### src/rtl/ifetch_pkg.sv
// ifetch_pkg: shared types and constants for the instruction-fetch stage.
//   state_t          fetch FSM state encoding
//   IFETCH_RESET_PC  default PC value loaded on reset
//   INSTR_W          instruction word width
package ifetch_pkg;

  typedef enum logic [1:0] {
    IDLE  = 2'd0,
    FETCH = 2'd1,
    HOLD  = 2'd2,
    FAULT = 2'd3
  } state_t;

  localparam logic [31:0] IFETCH_RESET_PC = 32'h0000_0000;
  localparam int          INSTR_W         = 32;

endpackage

### src/rtl/instr_fetch_pc_update.sv
// pc_update: program counter register with branch/jump load logic.
// Ports:
//   clock, reset_n              clock, async active-low reset
//   pc_write                    unconditional load
//   pc_write_cond, branch_op    conditional load (BEQ when branch_op=0, BNE when 1)
//   zero                        ALU zero flag
//   pc_src                      0 selects alu_result, 1 selects alu_out
//   alu_result, alu_out         candidate next-PC values
//   pc                          current program counter
//   load                        PC is loaded at the next edge
module pc_update #(
  parameter int                ADDR_W   = 32,
  parameter logic [ADDR_W-1:0] RESET_PC = '0
) (
  input  logic              clock,
  input  logic              reset_n,
  input  logic              pc_write,
  input  logic              pc_write_cond,
  input  logic              branch_op,
  input  logic              zero,
  input  logic              pc_src,
  input  logic [ADDR_W-1:0] alu_result,
  input  logic [ADDR_W-1:0] alu_out,
  output logic [ADDR_W-1:0] pc,
  output logic              load
);

  // branch_op inverts the sense of zero: BEQ takes on zero, BNE on !zero.
  assign load = pc_write | (pc_write_cond & (zero ^ branch_op));

  always_ff @(posedge clock or negedge reset_n) begin
    if (!reset_n) begin
      pc <= RESET_PC;
    end else if (load) begin
      pc <= pc_src ? alu_out : alu_result;
    end
  end

endmodule

### src/rtl/instr_fetch.sv
// instr_fetch: owns the PC and instruction register; performs one handshaked
// instruction-memory read per accepted fetch_req and holds the result for decode.
// Optional build macro: IFETCH_MISALIGN_TRAP_EN (misaligned-fetch trap, FAULT state).
// Ports:
//   clock, reset_n          clock, async active-low reset
//   fetch_req               request next instruction (level, sampled per cycle)
//   imem_req/imem_addr      read request and address to instruction memory
//   imem_ack/imem_rdata     memory accept and returned word
//   instr_valid             instruction/instr_pc hold a fetched word
//   instruction, instr_pc   instruction register and its fetch address
//   pc                      current program counter
//   pc_write, pc_write_cond, branch_op, zero, pc_src, alu_result, alu_out
//                           PC update controls from control unit and ALU
//   fetch_fault             misaligned fetch flag (0 unless trap enabled)
//
// state | meaning
// IDLE  | no instruction fetched since reset
// FETCH | memory request outstanding, waiting for imem_ack
// HOLD  | instruction register valid and frozen
// FAULT | last fetch attempt was misaligned (trap build only)
module instr_fetch
  import ifetch_pkg::*;
#(
  parameter int                ADDR_W   = 32,
  parameter logic [ADDR_W-1:0] RESET_PC = ADDR_W'(IFETCH_RESET_PC)
) (
  input  logic               clock,
  input  logic               reset_n,
  input  logic               fetch_req,
  output logic               imem_req,
  output logic [ADDR_W-1:0]  imem_addr,
  input  logic               imem_ack,
  input  logic [INSTR_W-1:0] imem_rdata,
  output logic               instr_valid,
  output logic [INSTR_W-1:0] instruction,
  output logic [ADDR_W-1:0]  instr_pc,
  output logic [ADDR_W-1:0]  pc,
  input  logic               pc_write,
  input  logic               pc_write_cond,
  input  logic               branch_op,
  input  logic               zero,
  input  logic               pc_src,
  input  logic [ADDR_W-1:0]  alu_result,
  input  logic [ADDR_W-1:0]  alu_out,
  output logic               fetch_fault
);

  state_t            state;
  logic [ADDR_W-1:0] fetch_addr;
  logic              unused_pc_load;

  pc_update #(
    .ADDR_W   (ADDR_W),
    .RESET_PC (RESET_PC)
  ) u_pc_update (
    .clock         (clock),
    .reset_n       (reset_n),
    .pc_write      (pc_write),
    .pc_write_cond (pc_write_cond),
    .branch_op     (branch_op),
    .zero          (zero),
    .pc_src        (pc_src),
    .alu_result    (alu_result),
    .alu_out       (alu_out),
    .pc            (pc),
    .load          (unused_pc_load)
  );

`ifdef IFETCH_MISALIGN_TRAP_EN
  assign imem_addr = fetch_addr;
`else
  assign imem_addr   = {fetch_addr[ADDR_W-1:2], 2'b00};
  assign fetch_fault = 1'b0;
`endif

  // fetch_addr is captured from the pre-update pc, so a same-cycle or later
  // PC load never disturbs the read already in flight.
  always_ff @(posedge clock or negedge reset_n) begin
    if (!reset_n) begin
      state       <= IDLE;
      fetch_addr  <= '0;
      imem_req    <= 1'b0;
      instruction <= '0;
      instr_pc    <= RESET_PC;
      instr_valid <= 1'b0;
`ifdef IFETCH_MISALIGN_TRAP_EN
      fetch_fault <= 1'b0;
`endif
    end else begin
      case (state)
        FETCH: begin
          if (imem_ack) begin
            instruction <= imem_rdata;
            instr_pc    <= fetch_addr;
            instr_valid <= 1'b1;
            imem_req    <= 1'b0;
            state       <= HOLD;
          end
        end
        default: begin
          if (fetch_req) begin
            instr_valid <= 1'b0;
`ifdef IFETCH_MISALIGN_TRAP_EN
            if (pc[1:0] != 2'b00) begin
              fetch_fault <= 1'b1;
              state       <= FAULT;
            end else begin
              fetch_fault <= 1'b0;
              fetch_addr  <= pc;
              imem_req    <= 1'b1;
              state       <= FETCH;
            end
`else
            fetch_addr <= pc;
            imem_req   <= 1'b1;
            state      <= FETCH;
`endif
          end
        end
      endcase
    end
  end

endmodule

### config.mk
export PLATFORM = sky130hd
export DESIGN_NAME = instr_fetch
export DESIGN_NICKNAME = d
export VERILOG_FILES = /design/src/rtl/ifetch_pkg.sv /design/src/rtl/instr_fetch_pc_update.sv /design/src/rtl/instr_fetch.sv
export SDC_FILE = /design/constraint.sdc
export NUM_CORES = 1
export LEC_CHECK = 0
export CORE_AREA = 3 3 116 118
export CTS_CLUSTER_SIZE = 12
export DETAILED_ROUTE_END_ITERATION = 8
export DIE_AREA = 0 0 119 121
export PLACE_DENSITY_LB_ADDON = 0.15
export SLEW_MARGIN = 0
export SYNTH_ARGS = -nofsm -noshare
export SYNTH_HDL_FRONTEND = slang
export SYNTH_HIERARCHICAL = 1
export SYNTH_SLANG_ARGS = --single-unit
### constraint.sdc
create_clock -name clock -period 1.87 [get_ports clock]
set_input_delay 0.2805 -clock clock [delete_from_list [all_inputs] [get_ports clock]]
set_output_delay 0.2805 -clock clock [all_outputs]
set_load 0.05 [all_outputs]
==> out/summary.md, run 1 <==
- 130 — number of storage elements in the synthesis netlist
- 544.2 MHz — peak clock frequency supported by timing
- 236 — I/O pins
- 14400 um^2 — Die Footprint
- 975 — number of fill cells
- 130 — total number of clock tree sinks
- 8627 um^2 — Final Cell Area
- 1.838 ns — clock period minus final worst setup slack
- reg2out — type of the setup path with the least slack
- 47.93% — Area growth, synth to finish
- completed — outcome
- 0 — number of max-slew violations in the final report
- 0 — Setup-failing EPs final
- 0 — total setup buffers inserted after CTS
- 0 — number of antenna violations at the first check in global routing
- in2async — Worst Hold Class
- 0 — diodes inserted
- 16370 uW — Power Total
- 0 — total grt overflow
- 22750 um — global-route wire length before repair
- 3830 — vias after detailed routing
- 18.29 um — Avg WL per Cell
- 14340 um — Post-Route WL
- 0 — post-detailed-route DRC marker count
- 0.7282 — last weighted congestion value of the routability-driven placer
- 0.9826 — share of the clock period used by the worst path after layout
- 0.2046 — Tot GR Track Use
- 10520 um — DP Wirelength
- 4 — level count of the clock H-tree
- 12570 um^2 — Core Area
- 55 — pin count of the biggest net entering global routing
- 121 um — die height
- 1.56 ns — signal arrival time at the worst endpoint
- 0.4640 — effective utilization at floorplan
- buffers and inverters — Crit path max-delay family
- 0.009886 ns — setup clock skew after layout
- 0.05 ns — clock transition at the register clock pins on the worst setup and hold paths after CTS
- yes — CTS tree
- 389 — Gate Count Post-Synth
- 119 um — die outline width
- 41 — Core Rows
- 17 — Inserted Clock Buffers
- 705 — net total in the final layout
- 23 — Synth cell types
- 0.3088 — share of layout cells above drive strength 1
- 8093 um^2 — area after detailed placement
- 0 — Max Cap Violations
- fetch_addr[16]$_DFFE_PN0P_ — worst reg2reg path endpoint
- sky130_fd_sc_hd__clkdlybuf4s50_1 — CP max stage cell
- 0 — count of final hold-check violations
- 4.885 — via density per instance
- register — kind of launch point of the worst setup path
- state[0]$_DFFE_PN0P_ — launch instance of the worst register-to-register path
- 5832 um^2 — total standard cell area after synthesis
- sky130_fd_sc_hd__clkbuf_16 — library cell used as clock root buffer
- 0 — antenna-violating nets left
- primary output — kind of end point of the critical path
- 0.1713 ns — worst slack at placement
- 4 — number of detailed-routing iterations run before antenna repair
- 0.41 ns — worst skew pair latency
- clkdlybuf4s50_1 — CP cell instances
- 0.6864 — final design utilization
- 2 — Max Buffers Root-to-Sink
- 4118 — vias in the first global route
- 1898 nW/um^2 — power density cells
- 0.80 ns — biggest cell delay along the critical path
- 0.9964 mV — maximum VDD drop
- 0.03245 ns — smallest setup slack after layout
- 4 — Reg2Reg Depth
- 0.5463 ns — transition at the pin with the smallest max-transition slack
- 2 — highest net fanout along the worst path
- 0.3060 ns — final hold slack
- 0.004071 uW — P_leak
- 14.99 um^2 — Mapped Avg Cell Area
- 1.59 ns — data required time at the worst endpoint
- 0.42 ns — worst-case register-to-register setup slack
- 232 — I/O Buffers
- 6 — total of warnings raised by yosys
- 1 — number of buffer and inverter stages on the critical path
- 0.5578 — sequential area share after synthesis
- 153 — detailed router's first-iteration violation count
- 0.6372 — relative max-transition margin
==> power by group <==
group / internal [uW] / switching, uW
Clock: 1910 / 1110
Sequential: 3990 / 732
Combinational: 3090 / 5540
Total: 8990 / 7380
==> cells in the mapped netlist <==
cell                         n  area share
sky130_fd_sc_hd__buf_4      37       0.048
sky130_fd_sc_hd__nand3_2     1      0.0017
sky130_fd_sc_hd__clkbuf_1    4      0.0026
sky130_fd_sc_hd__o21a_1      1      0.0013
sky130_fd_sc_hd__a22oi_2    30       0.064
sky130_fd_sc_hd__a22oi_1     2      0.0026
sky130_fd_sc_hd__mux2_1      2      0.0039
sky130_fd_sc_hd__mux2_2     56        0.11
sky130_fd_sc_hd__buf_2       3      0.0026
sky130_fd_sc_hd__inv_2       1     0.00064
sky130_fd_sc_hd__o21ai_4     1      0.0028
sky130_fd_sc_hd__clkbuf_4    2      0.0026
sky130_fd_sc_hd__a21o_4      1      0.0026
sky130_fd_sc_hd__xor2_1      1      0.0015
sky130_fd_sc_hd__mux2_4     38       0.098
sky130_fd_sc_hd__nand2_1     1     0.00064
sky130_fd_sc_hd__inv_1       1     0.00064
sky130_fd_sc_hd__buf_6      11       0.021
sky130_fd_sc_hd__nor2_1     32       0.021
sky130_fd_sc_hd__mux2i_1    32       0.055
sky130_fd_sc_hd__o21ai_0     1     0.00086
sky130_fd_sc_hd__conb_1      1     0.00064
sky130_fd_sc_hd__dfrtp_1   130        0.56
==> per-stage QoR <==
step                      setup TNS (ns)  cells
after global routing            -0.03192    784
after floorplan                        0    391
final                                  0    784
after global placement                 0    752
after detailed placement               0    752
after CTS                              0    784
==> metal layers <==
metal	wire length [um]	track usage	vias to the layer above
met3	1028	0.06667	14
li1	-	-	1757
met1	5742	0.2547	1918
met2	7342	0.3352	141
met4	225	0.07314	0
met5	0	0	-
==> cell usage in the layout (no fill, tap or decap), drive strengths merged <==
cell type      count
a22oi             32
a21o               1
nand3              1
clkdlybuf4s50    109
nor2              32
o21ai              2
clkinv             5
mux2i             32
conb               3
inv                2
nand2              1
dlymetal6s2s      30
clkbuf            25
dlygate4sd2       73
bufinv             1
mux2              96
buf               34
dfrtp            130
xor2               1
dlygate4sd3        1
o21a               1
==> cells by family (layout without fill, tap and decap cells) <==
group	count (synthesis)	count (layout)	share of synthesized area
XOR/XNOR	1	1	0.001502
AO/OA/AOI/OAI	36	36	0.07445
multiplexers	128	128	0.2647
flip-flops	130	130	0.5578
AND/OR/NAND/NOR	34	34	0.02296
other	1	3	0.0006430
buffers and inverters	59	280	0.07788
==> registers in the layout, indices dropped and copies added, names as in the netlist <==
signal          count
fetch_addr         32
instr_pc           32
instruction        32
u_pc_update/pc     32
instr_valid         1
state               1
==> timing repair <==
action,in CTS,in global routing
gates cloned,0,0
hold buffers,1,0
endpoints found under the setup margin,73,30
resized for setup,73,30
pin swaps,0,0
hold endpoints to repair,18,0
==> cell type report <==
class,count,area [um^2],area share
Tap cell,172,215.2,0.02495
Clock inverter,6,55.05,0.006381
Multi-Input combinational cell,202,2142,0.2483
Sequential cell,130,3253,0.3771
Clock buffer,25,485.5,0.05627
Timing Repair Buffer,247,2469,0.2861
Inverter,2,7.507,0.0008702
==> worst max path at each step <==
stage	start	to	slack (ns)	cells after the start
2_1_floorplan	state[0]$_DFFE_PN0P_	fetch_addr[10]$_DFFE_PN0P_	0.22	4
3_3_place_gp	imem_ack	instr_pc[8]$_DFFE_PN0P_	0.19	4
3_5_place_dp	imem_ack	instr_pc[7]$_DFFE_PN0P_	0.17	4
4_1_cts	instr_pc[6]$_DFFE_PN0P_	instr_pc[6]	0.0002	1
5_1_grt	instruction[25]$_DFFE_PN0P_	instruction[25]	-0.02	1
6_report	instr_pc[26]$_DFFE_PN0P_	instr_pc[26]	0.03	1
Note: power is estimated with default switching activity, not from simulation.
==> run 2, diff against run 1 <==
CAP_MARGIN = 20   (was not set)
CORE_AREA = 3 3 138 100   (was 3 3 116 118)
DIE_AREA = 0 0 141 103   (was 0 0 119 121)
PLACE_DENSITY = 0.92   (was not set)
PLACE_DENSITY_LB_ADDON = not set   (was 0.15)
==> run 2 against run 1 <==
Effect of this change:
- combinational power grew 0.8%
- flip-flop and latch count did not move
- wire length rose by 6.3%
- critical endpoint is now instruction[8]
- non-clock buffer count stayed put
- via count rose by 2.1%
- setup slack improved by 0.0051 ns
- sequential power is 1% higher
- total power up 3.3%
- clock-buffer cell count down 7
- clock skew down 0.0017 ns
==> out/summary.md, run 2 (same netlist as run 1, synthesis figures left out) <==
- 3912 — vias after detailed routing
- 0.004132 uW — P_leak
- buffers and inverters — Crit path max-delay family
- in2async — Worst Hold Class
- 0 ns — Total Negative Setup Slacks
- sky130_fd_sc_hd__clkdlybuf4s50_1 — CP max stage cell
- 48 — pin count of the biggest net entering global routing
- 141 um — die outline width
- 0.03754 ns — smallest setup slack after layout
- 0.1665 ns — worst slack at placement
- 1.59 ns — data required time at the worst endpoint
- 0.203 — Clk pwr share
- 1.832 ns — clock period minus final worst setup slack
- 0.4485 — switching part of the total
- 17 — Inserted Clock Buffers
- 16910 uW — Power Total
- 0.7962 — last weighted congestion value of the routability-driven placer
- completed — outcome
- 130 — total number of clock tree sinks
- no — setup repair after global routing missed its margin
- 2 — highest net fanout along the worst path
- 0 — Max Cap Violations
- state[0]$_DFFE_PN0P_ — launch instance of the worst register-to-register path
- 165 — detailed router's first-iteration violation count
- sky130_fd_sc_hd__dfrtp_1 — most common cell after layout, fill and taps aside
- 232 — I/O Buffers
- 12460 um^2 — Core Area
- 0.008185 ns — setup clock skew after layout
- 4306 — vias in the first global route
- 0 — total grt overflow
- 0.4679 — effective utilization at floorplan
- 5.054 — via density per instance
- 34 — Core Rows
- sky130_fd_sc_hd__clkbuf_16 — library cell used as clock root buffer
- 15250 um — Post-Route WL
- 103 um — die height
- 0.9799 — share of the clock period used by the worst path after layout
- register — kind of launch point of the worst setup path
- 23870 um — global-route wire length before repair
- 9325 uW — internal power component
- 0 — number of max-slew violations in the final report
- 2 — Max Buffers Root-to-Sink
- 0.282 — sequential share of power
- 49.75% — Area growth, synth to finish
- 0.6428 — relative max-transition margin
- 0 — count of final hold-check violations
- 1.580 mV — maximum VDD drop
- 0.3121 — share of layout cells above drive strength 1
- 0.514 — relative contribution of combinational cells to total power
- 0.40 ns — worst skew pair latency
- 0 — diodes inserted
- reg2out — type of the setup path with the least slack
- 0.7007 — final design utilization
- primary output — kind of end point of the critical path
- 0.06 ns — clock transition at the register clock pins on the worst setup and hold paths after CTS
- 7584 uW — Net Switching
- 0 — antenna-violating nets left
- 1 — number of buffer and inverter stages on the critical path
- 545.7 MHz — peak clock frequency supported by timing
- 236 — I/O pins
- 0.2131 — Tot GR Track Use
- 1936 nW/um^2 — power density cells
- 19.70 um — Avg WL per Cell
- 0 — Setup-failing EPs final
- 4 — number of detailed-routing iterations run before antenna repair
- 14520 um^2 — Die Footprint
- 705 — net total in the final layout
- instruction[8]$_DFFE_PN0P_ — worst setup path startpoint
- 1.55 ns — signal arrival time at the worst endpoint
- 130 x sky130_fd_sc_hd__dfrtp_1, 105 x sky130_fd_sc_hd__clkdlybuf4s50_1, 77 x sky130_fd_sc_hd__dlygate4sd2_1 — most used cells in the layout excluding fill and tap cells
- 11140 um — DP Wirelength
- 0.81 ns — biggest cell delay along the critical path
- yes — CTS tree
- 0.5349 ns — transition at the pin with the smallest max-transition slack
- 4 — level count of the clock H-tree
- 0 — number of antenna violations at the first check in global routing
- clkdlybuf4s50_1 — CP cell instances
- 0 — post-detailed-route DRC marker count
run 2: cell count changes in the layout (fill, tap and decap cells not counted), moves of 4 or more:
cell | before | now
sky130_fd_sc_hd__dlygate4sd2_1 | 73 | 77
sky130_fd_sc_hd__clkinv_4 | 0 | 4
sky130_fd_sc_hd__clkdlybuf4s50_1 | 109 | 105
sky130_fd_sc_hd__buf_4 | 25 | 20
sky130_fd_sc_hd__clkbuf_1 | 5 | 1
run 2: area by class of cell:
type	count	area, um^2
Clock buffer	18	429.2
Tap cell	162	202.7
Clock inverter	13	187.7
Inverter	2	7.507
Sequential cell	130	3253
Timing Repair Buffer	247	2511
Multi-Input combinational cell	202	2142
Fill cell	849	3731
run 2: what timing repair did:
| item | 4_1_cts | 5_1_grt |
|---|---|---|
| gates resized for setup | 77 | 32 |
| endpoints found under the hold margin | 30 | 0 |
| setup buffers | 0 | 0 |
| endpoints found under the setup margin | 77 | 32 |
| hold buffers | 1 | 0 |
run 2: power by group through the flow:
stage	clock, uW	combinational, uW	sequential (uW)
floorplan	0	3790	7510
CTS	3510	8810	4800
detailed placement	0	9220	4840
global route	3660	9010	4920
global placement	0	9050	4750
finish	3440	8700	4770
run 2: through the flow:
step	hold WS (ns)	cell area [um^2]	std cells
after detailed placement	0.2639	8123	742
after CTS	0.3708	8653	774
after floorplan	-0.01509	5839	391
after global routing	0.3881	8733	774
final	0.3691	8733	774
after global placement	0.2550	8123	742
run 2: worst paths after layout:
path                            slack [ns]                     endpoint  cells past startpoint
worst max register to register        0.42   fetch_addr[15]$_DFFE_PN0P_                      4
min in group clock                    0.48  instruction[27]$_DFFE_PN0P_                      2
worst min register to register        0.50      instr_pc[6]$_DFFE_PN0P_                      1
worst min-delay path                  0.37  instruction[11]$_DFFE_PN0P_                      2
max in group asynchronous             0.87   fetch_addr[15]$_DFFE_PN0P_                      3
worst max-delay path                  0.04               instruction[8]                      1
run 2: per-layer routing:
| metal | vias to the layer above | part of all wire | wire length, um | GRT usage |
|---|---|---|---|---|
| li1 | 1759 | - | - | - |
| met1 | 1966 | 0.39 | 6020 | 0.2528 |
| met2 | 171 | 0.51 | 7724 | 0.3673 |
| met3 | 16 | 0.084 | 1281 | 0.08206 |
| met4 | 0 | 0.015 | 222 | 0.06106 |
| met5 | - | 0 | 0 | 0 |
==> run 3, diff against run 2 <==
CELL_PAD_IN_SITES_DETAIL_PLACEMENT = 0   (was not set)
CELL_PAD_IN_SITES_GLOBAL_PLACEMENT = 1   (was not set)
CORE_AREA = 3 3 155 112   (was 3 3 138 100)
DIE_AREA = 0 0 158 115   (was 0 0 141 103)
PLACE_DENSITY = 0.91   (was 0.92)
SLEW_MARGIN = not set   (was 0)
==> run 3 against run 2 <==
Effect of this change:
- first-iteration DRC count down 30%
- total power down 2.8%
- global-route usage down 4.5 points
- clock power down 9.9%
- fmax up 12%
- sequential share of layout area up 0.23 points
- combinational power down 1%
- worst hold slack worse by 0.12 ns
==> out/summary.md, run 3 (same netlist as run 1, synthesis figures left out) <==
- 0 ns — Total Negative Setup Slacks
- 0 — number of max-slew violations in the final report
- 130 x sky130_fd_sc_hd__dfrtp_1, 102 x sky130_fd_sc_hd__clkdlybuf4s50_1, 84 x sky130_fd_sc_hd__dlygate4sd2_1 — most used cells in the layout excluding fill and tap cells
- 48.83% — Area growth, synth to finish
- 704 — net total in the final layout
- 4 — level count of the clock H-tree
- 0.522 — relative contribution of combinational cells to total power
- 130 — total number of clock tree sinks
- 0.008331 ns — setup clock skew after layout
- 0.07073 — Global Route met3 Usage
- 1.175 mV — maximum VDD drop
- 232 — I/O Buffers
- u_pc_update/pc[3]$_DFFE_PN0P_ — worst setup path startpoint
- 0 — Setup-failing EPs final
- 4 — Reg2Reg Depth
- 0.5317 ns — transition at the pin with the smallest max-transition slack
- 0.6450 — relative max-transition margin
- sky130_fd_sc_hd__dfrtp_1 — most common cell after layout, fill and taps aside
- 4249 — vias in the first global route
- 11020 um — DP Wirelength
- 23580 um — global-route wire length before repair
- 236 — I/O pins
- no — setup repair after global routing missed its margin
- 0.7591 — last weighted congestion value of the routability-driven placer
- 0 — total grt overflow
- 8148 um^2 — area after detailed placement
- 0.004070 uW — P_leak
- 613.6 MHz — peak clock frequency supported by timing
- 1 — Levels on crit path
- 15140 um — Post-Route WL
- 0.8716 — share of the clock period used by the worst path after layout
- 1 — number of buffer and inverter stages on the critical path
- 158 um — die outline width
- 1894 nW/um^2 — power density cells
- 4 — number of detailed-routing iterations run before antenna repair
- 18.56 um — Avg WL per Cell
- primary output — kind of end point of the critical path
- 0 — Max Cap Violations
- 1.35 ns — signal arrival time at the worst endpoint
- 0.2111 — GR Util met1
- 0.3093 — share of layout cells above drive strength 1
- pc[3] — worst setup path endpoint
- 3889 — vias after detailed routing
- 7492 uW — Net Switching
- 816 — number of cells in the finished layout apart from fillers
- 0.40 ns — worst skew pair latency
- 0 — diodes inserted
- 0 — antenna-violating nets left
- 0.56 ns — biggest cell delay along the critical path
- yes — CTS tree
- 17 — Inserted Clock Buffers
- 0 — number of antenna violations at the first check in global routing
- 0.2720 — global-route track usage on met2
- 0.189 — Clk pwr share
- 3 — highest net fanout along the worst path
- 2 — Max Buffers Root-to-Sink
- 0 — total setup buffers inserted after CTS
- 0.42 ns — worst-case register-to-register setup slack
- 1350 — number of fill cells
- 0.1677 — Tot GR Track Use
- 4.766 — via density per instance
- completed — outcome
- 18170 um^2 — Die Footprint
- 67 — pin count of the biggest net entering global routing
- 0.4558 — switching part of the total
- 0.3633 — effective utilization at floorplan
- met2 — most congested layer reported by global routing
- register — kind of launch point of the worst setup path
- 8680 um^2 — Final Cell Area
- 0.289 — sequential share of power
- 115 um — die height
- sky130_fd_sc_hd__dlygate4sd2_1 — CP max stage cell
- reg2out — type of the setup path with the least slack
- dlygate4sd2_1 — CP cell instances
- fetch_addr[25]$_DFFE_PN0P_ — worst reg2reg path endpoint
- buffers and inverters — Crit path max-delay family
- 0.5406 — final design utilization
- 39 — Core Rows
- 1.59 ns — data required time at the worst endpoint
- 1.630 ns — clock period minus final worst setup slack
- 116 — detailed router's first-iteration violation count
- state[0]$_DFFE_PN0P_ — launch instance of the worst register-to-register path
- 0.06 ns — clock transition at the register clock pins on the worst setup and hold paths after CTS
- 784 — count of placed standard cells including taps
- 0 — post-detailed-route DRC marker count
- in2async — Worst Hold Class
- 16050 um^2 — Core Area
- sky130_fd_sc_hd__clkbuf_16 — library cell used as clock root buffer
- 8944 uW — internal power component
- 0 — count of final hold-check violations
==> run 3: how the worst min path moves through the flow <==
stage,cells past startpoint,to
after floorplan,0,fetch_addr[0]$_DFFE_PN0P_
after global placement,1,instr_pc[18]$_DFFE_PN0P_
after detailed placement,1,fetch_addr[18]$_DFFE_PN0P_
after CTS,2,fetch_addr[18]$_DFFE_PN0P_
after global routing,2,u_pc_update/pc[18]$_DFFE_PN0P_
final,2,fetch_addr[18]$_DFFE_PN0P_
==> run 3: timing repair <==
item | in CTS | in global routing
gates resized for setup | 84 | 28
hold endpoints to repair | 130 | 0
setup endpoints to repair | 84 | 28
pin swaps | 0 | 0
gates cloned | 0 | 0
hold buffers | 1 | 0
==> run 3: area by class of cell <==
cell class | count | area (um^2) | area share
repair buffers | 246 | 2464 | 0.2838
flip-flops and latches | 130 | 3253 | 0.3748
well taps | 205 | 256.5 | 0.02955
inverters | 2 | 7.507 | 0.0008649
clock buffers | 22 | 474.2 | 0.05463
multi-input cells | 202 | 2142 | 0.2468
clock inverters | 9 | 82.58 | 0.009514
==> run 3: power groups by stage <==
stage          Combinational [uW]  Clock (uW)  Sequential [uW]
2_1_floorplan                3790           0             7510
3_3_place_gp                 9060           0             4760
3_5_place_dp                 9170           0             4840
4_1_cts                      8700        3180             4780
5_1_grt                      8920        3330             4930
6_report                     8580        3100             4750
==> run 3: through the flow <==
stage | hold slack, ns | setup slack, ns | total power (uW)
2_1_floorplan | -0.01509 | 0.2189 | 11300
3_3_place_gp | 0.09018 | 0.2173 | 13820
3_5_place_dp | 0.08894 | 0.1929 | 14010
4_1_cts | 0.2290 | 0.0008357 | 16660
5_1_grt | 0.2422 | 0.1632 | 17170
6_report | 0.2454 | 0.2402 | 16440
==> run 3: metal layers <==
layer	routed length, um	vias to the layer above
li1	-	1757
met1	6520	1974
met2	7214	152
met3	1290	6
met4	116	0
met5	0	-
==> edit 1, RTL diff (config.mk and constraints of run 3) <==
`ADDR_W` is set to 32 in 2 places; all go to 16.
--- a/src/rtl/instr_fetch_pc_update.sv
+++ b/src/rtl/instr_fetch_pc_update.sv
@@ -11,3 +11,3 @@
 module pc_update #(
-  parameter int                ADDR_W   = 32,
+  parameter int                ADDR_W   = 16,
   parameter logic [ADDR_W-1:0] RESET_PC = '0
--- a/src/rtl/instr_fetch.sv
+++ b/src/rtl/instr_fetch.sv
@@ -23,3 +23,3 @@
 #(
-  parameter int                ADDR_W   = 32,
+  parameter int                ADDR_W   = 16,
   parameter logic [ADDR_W-1:0] RESET_PC = ADDR_W'(IFETCH_RESET_PC)
Interface: changed (5 resized); port bits go from 236 to 156. The function was not compared with the original's and may differ.
==> edit 1 against run 3 <==
  * Sequential cell count fell by 48
  * Total power fell by 35%
  * Die area did not move
  * Register-to-register slack improved by 0.11 ns
  * Worst setup slack got worse by 0.19 ns
  * Synthesized area fell by 41%
  * Non-clock buffer count fell by 87
  * Global-route usage fell by 7.4 points
  * Clock skew fell by 0.0012 ns
  * Synthesized cell count fell by 45%
  * Routed wire length fell by 44%
  * Final area fell by 37%
  * Utilization fell by 20 points
  * Critical path type unchanged
  * Critical endpoint is now pc[9]
  * Largest power group unchanged
  * Highest routed layer unchanged
==> edit 1: results (changes against run 3) <==
outcome=finished clean; maximum clock path buffer count=2 (unchanged); clock latency on the worst-skew pair=0.33 ns (-0.07 ns); Final WS setup=0.0517 ns (-0.189 ns); first-pass GRT wire length=13.3 mm (-44%); clock power share=18.9% (about the same); HPWL after detailed placement=6.43 mm (-42%); clk_skew=0.00715 ns (-0.00118 ns); initial DRC count=62 (-47%); nets@finish=432 (-39%); largest net degree at the start of global routing=49 (-27%); WL final=8.45 mm (-44%); P_sw=4710 uW (-37%); Reg2Reg Depth=4 (unchanged); CP top delay family=buffers and inverters; worst slew pin tran=0.535 ns (+0.00327 ns); clk_buf instances=10 (-55%); clk cell area share=6.22% (-0.19 points); slowest CP cell=clkdlybuf4s50_1; setup slack, reg-to-reg=0.53 ns (+0.11 ns); Logic pwr share=53.0% (+0.8 points); setup repair bufs after CTS=0 (unchanged); drt pass-1 iters=4 (unchanged); pre-CTS worst setup slack=0.121 ns (-0.0715 ns); Leak Pwr=0.00233 uW (-43%); maximum fanout along the worst path=3 (unchanged); port bufs=152 (-34%); Yosys warnings=6 (unchanged); Largest Register=instruction; worst setup path startpoint=u_pc_update/pc[9]$_DFFE_PN0P_; fillers=1556 (+15%); Ant. Diodes=0 (unchanged); Max rail drop VDD=0.00106 V (-9.4%); number of non-clock buffers=159 (-35%); Reg2Reg Launch Point=instr_valid$_DFFE_PN0P_; vias in the first global route=2451 (-42%); CP Data Arrival Time=1.54 ns (+0.19 ns); Largest stage delay, worst path=0.82 ns (+0.26 ns); seq_cells=82 (-37%); clock root buffer=clkbuf_16; initial antenna violation count=0 (unchanged); CTS HTree Levels=3 (-1); global placement routability congestion=0.700 (-7.8%); max reg flops=32; die area=18200 sq um (unchanged); multi-input gates=105 (-48%); Area after DPL=5120 sq um (-37%); Inserted Clock Buffers=9 (-8); sequential cell area share=37.4% (-0.097 points); Max-Cap Viols=0 (unchanged); share of cells above drive strength 1=33.8% (+2.9 points); fraction of area in multi-input gates=21.5% (-3.1 points); Crit Reg-Reg Endpoint=instruction[27]$_DFFE_PN0P_; Worst-path clk slew=0.06 ns (about the same); HP Class=in -> async; DR vias=2251 (-42%); GRT Overall Usage=9.41% (-7.4 points); Non-clock buffer share=30.0% (+1.7 points); Setup crit end=pc[9]
==> edit 1: layer usage <==
metal | part of all wire [%] | vias up | global-route usage [%]
met5 | 0 | - | 0
met4 | 1.0 | 0 | 2.58
met3 | 9.7 | 8 | 4.55
met2 | 45 | 103 | 14.5
met1 | 44 | 1116 | 11.8
li1 | - | 1024 | -
==> edit 1: stage by stage <==
| stage | instances | hold WS, ns | power [uW] | util, % |
|---|---|---|---|---|
| 3_5_place_dp | 552 | 0.289 | 8850 | 31.9 |
| 3_3_place_gp | 552 | 0.276 | 8750 | 31.9 |
| 6_report | 569 | 0.442 | 10800 | 34.2 |
| 4_1_cts | 569 | 0.458 | 10900 | 34.1 |
| 2_1_floorplan | 215 | -0.0151 | 6990 | - |
| 5_1_grt | 569 | 0.484 | 11300 | 34.2 |
==> edit 1: what timing repair did <==
item / in CTS / in global routing
hold buffers: 1 / 0
resized for setup: 2 / 9
endpoints found under the setup margin: 2 / 9
gates cloned: 0 / 0
hold endpoints to repair: 34 / 0
==> edit 2, RTL diff (config.mk and constraints of run 3) <==
Made on the original files. Re-encode `state_t` (4 states) as one-hot, 4 bits wide.
--- a/src/rtl/ifetch_pkg.sv
+++ b/src/rtl/ifetch_pkg.sv
@@ -6,7 +6,7 @@
 
-  typedef enum logic [1:0] {
-    IDLE  = 2'd0,
-    FETCH = 2'd1,
-    HOLD  = 2'd2,
-    FAULT = 2'd3
+  typedef enum logic [3:0] {
+    IDLE  = 4'b0001,
+    FETCH = 4'b0010,
+    HOLD  = 4'b0100,
+    FAULT = 4'b1000
   } state_t;
Function: no difference found for any inputs over 4 cycles, from zero or initial values and one cycle with reset_n low; so few cycles prove little.
==> edit 2 against run 3 <==
  * Sequential cell count grew 1
  * Total power grew 4.7%
  * Largest power group unchanged
  * Final area grew 6.2%
  * Clock skew shrank 0.0015 ns
  * Worst setup slack lost 0.20 ns
  * Routed wire length grew 14%
  * Synthesized area grew 8.3%
  * Maximum frequency shrank 11%
==> edit 2: results (changes against run 3) <==
share of cells above drive strength 1=24.8% (-6.2 points); vias per cell=5.14 (+7.8%); Switching Fraction=46.8% (+1.3 points); Area after DPL=8610 sq um (+5.6%); maximum fanout along the worst path=2 (-1); nets@finish=807 (+15%); setup slack, reg-to-reg=0.06 ns (-0.36 ns); Cell variety after synth=25 (+8.7%); placed cell count=886 (+13%); Synth area leaders=dfrtp_1, mux2_2, a22oi_2; first-pass GRT wire length=26.5 mm (+12%); Leak Pwr=0.00414 uW (+1.7%); Reg2Reg Launch Point=state[2]$_DFFE_PN0P_; outcome=finished clean; HPWL after detailed placement=12.2 mm (+10%); hold slack=0.323 ns (+0.0777 ns); WL final=17.3 mm (+14%); Max rail drop VDD=0.000901 V (-23%); global placement routability congestion=0.788 (+3.8%); FFs w/ async S/R, synth=100% (unchanged); Worst-path clk slew=0.06 ns (about the same); synthesized area per cell=12.6 sq um (-16%); CP Data Arrival Time=1.55 ns (+0.20 ns); slowest CP cell=clkdlybuf4s50_1; sequential area share after synthesis=51.9% (-3.9 points); Largest stage delay, worst path=0.80 ns (+0.24 ns); Max-Cap Viols=0 (unchanged); initial DRC count=300 (+160%); Crit Reg-Reg Endpoint=instr_pc[20]$_DFFE_PN0P_; commonest cells in the netlist=dfrtp_1, mux2_2, buf_4, nor2_1, nand2_1; GRT Overall Usage=18.7% (+1.9 points); port bufs=232 (unchanged); final std cells w/o fill=920 (+13%); clk_skew=0.00688 ns (-0.00145 ns); DRT antenna net count=0 (unchanged); Rel. slew slack=52.0% (-13 points); vias in the first global route=4824 (+14%); largest net degree at the start of global routing=54 (-19%); CP top delay family=buffers and inverters
[edit 2: area by class of cell]
class                           instances  area, sq um
Clock buffer                           19          453
Clock inverter                         13          134
Fill cell                            1318         6840
Inverter                                1         3.75
Multi-Input combinational cell        300         2570
Sequential cell                       131         3280
Tap cell                              205          256
Timing Repair Buffer                  251         2520
[edit 2: worst max path at each step]
stage	start	depth (start not counted)	endpoint	slack, ns
6_report	instruction[11]$_DFFE_PN0P_	1	instruction[11]	0.04
4_1_cts	instruction[5]$_DFFE_PN0P_	1	instruction[5]	0.00005
3_3_place_gp	state[2]$_DFFE_PN0P_	3	fetch_addr[15]$_DFFE_PN0P_	0.06
2_1_floorplan	state[1]$_DFFE_PN0P_	4	instruction[0]$_DFFE_PN0P_	0.12
3_5_place_dp	state[2]$_DFFE_PN0P_	3	fetch_addr[13]$_DFFE_PN0P_	-0.02
5_1_grt	state[2]$_DFFE_PN0P_	4	instr_pc[17]$_DFFE_PN0P_	-0.0008
[edit 2: stage by stage]
stage | total power, uW | setup slack (ns)
finish | 17200 | 0.0382
global route | 18000 | -0.000790
CTS | 17400 | 0.0000452
detailed placement | 14400 | -0.0226
global placement | 14200 | 0.0591
floorplan | 11500 | 0.116
[edit 2: cells by family after synthesis]
kind of cell	synth area share, %
buf+inv	7.79
compound gates	10.3
other cells	0.0594
xor+xnor	0.139
mux	16.5
flops	51.9
simple gates	13.3
[edit 2: power groups by stage]
stage	clock, uW	sequential [uW]	combinational, uW
CTS	3330	4940	9090
global route	3480	5080	9460
global placement	0	4930	9280
detailed placement	0	5000	9440
finish	3270	4910	9030
floorplan	0	7620	3910
[edit 2: per-layer routing]
metal  track usage, %  routed length (um)  vias to the layer above
met5                0                   0                        -
met1             25.5                7750                     2349
met3             5.30                1470                       17
met2             29.6                7880                      194
met4             5.10                 206                        0
li1                 -                   -                     2168
[edit 2: timing repair]
item / CTS / global route
setup buffers: 0 / 0
hold buffers: 1 / 0
hold endpoints to repair: 32 / 0
cloned: 0 / 1
pin swaps: 0 / 1
endpoints found under the setup margin: 87 / 58
gates resized for setup: 72 / 27
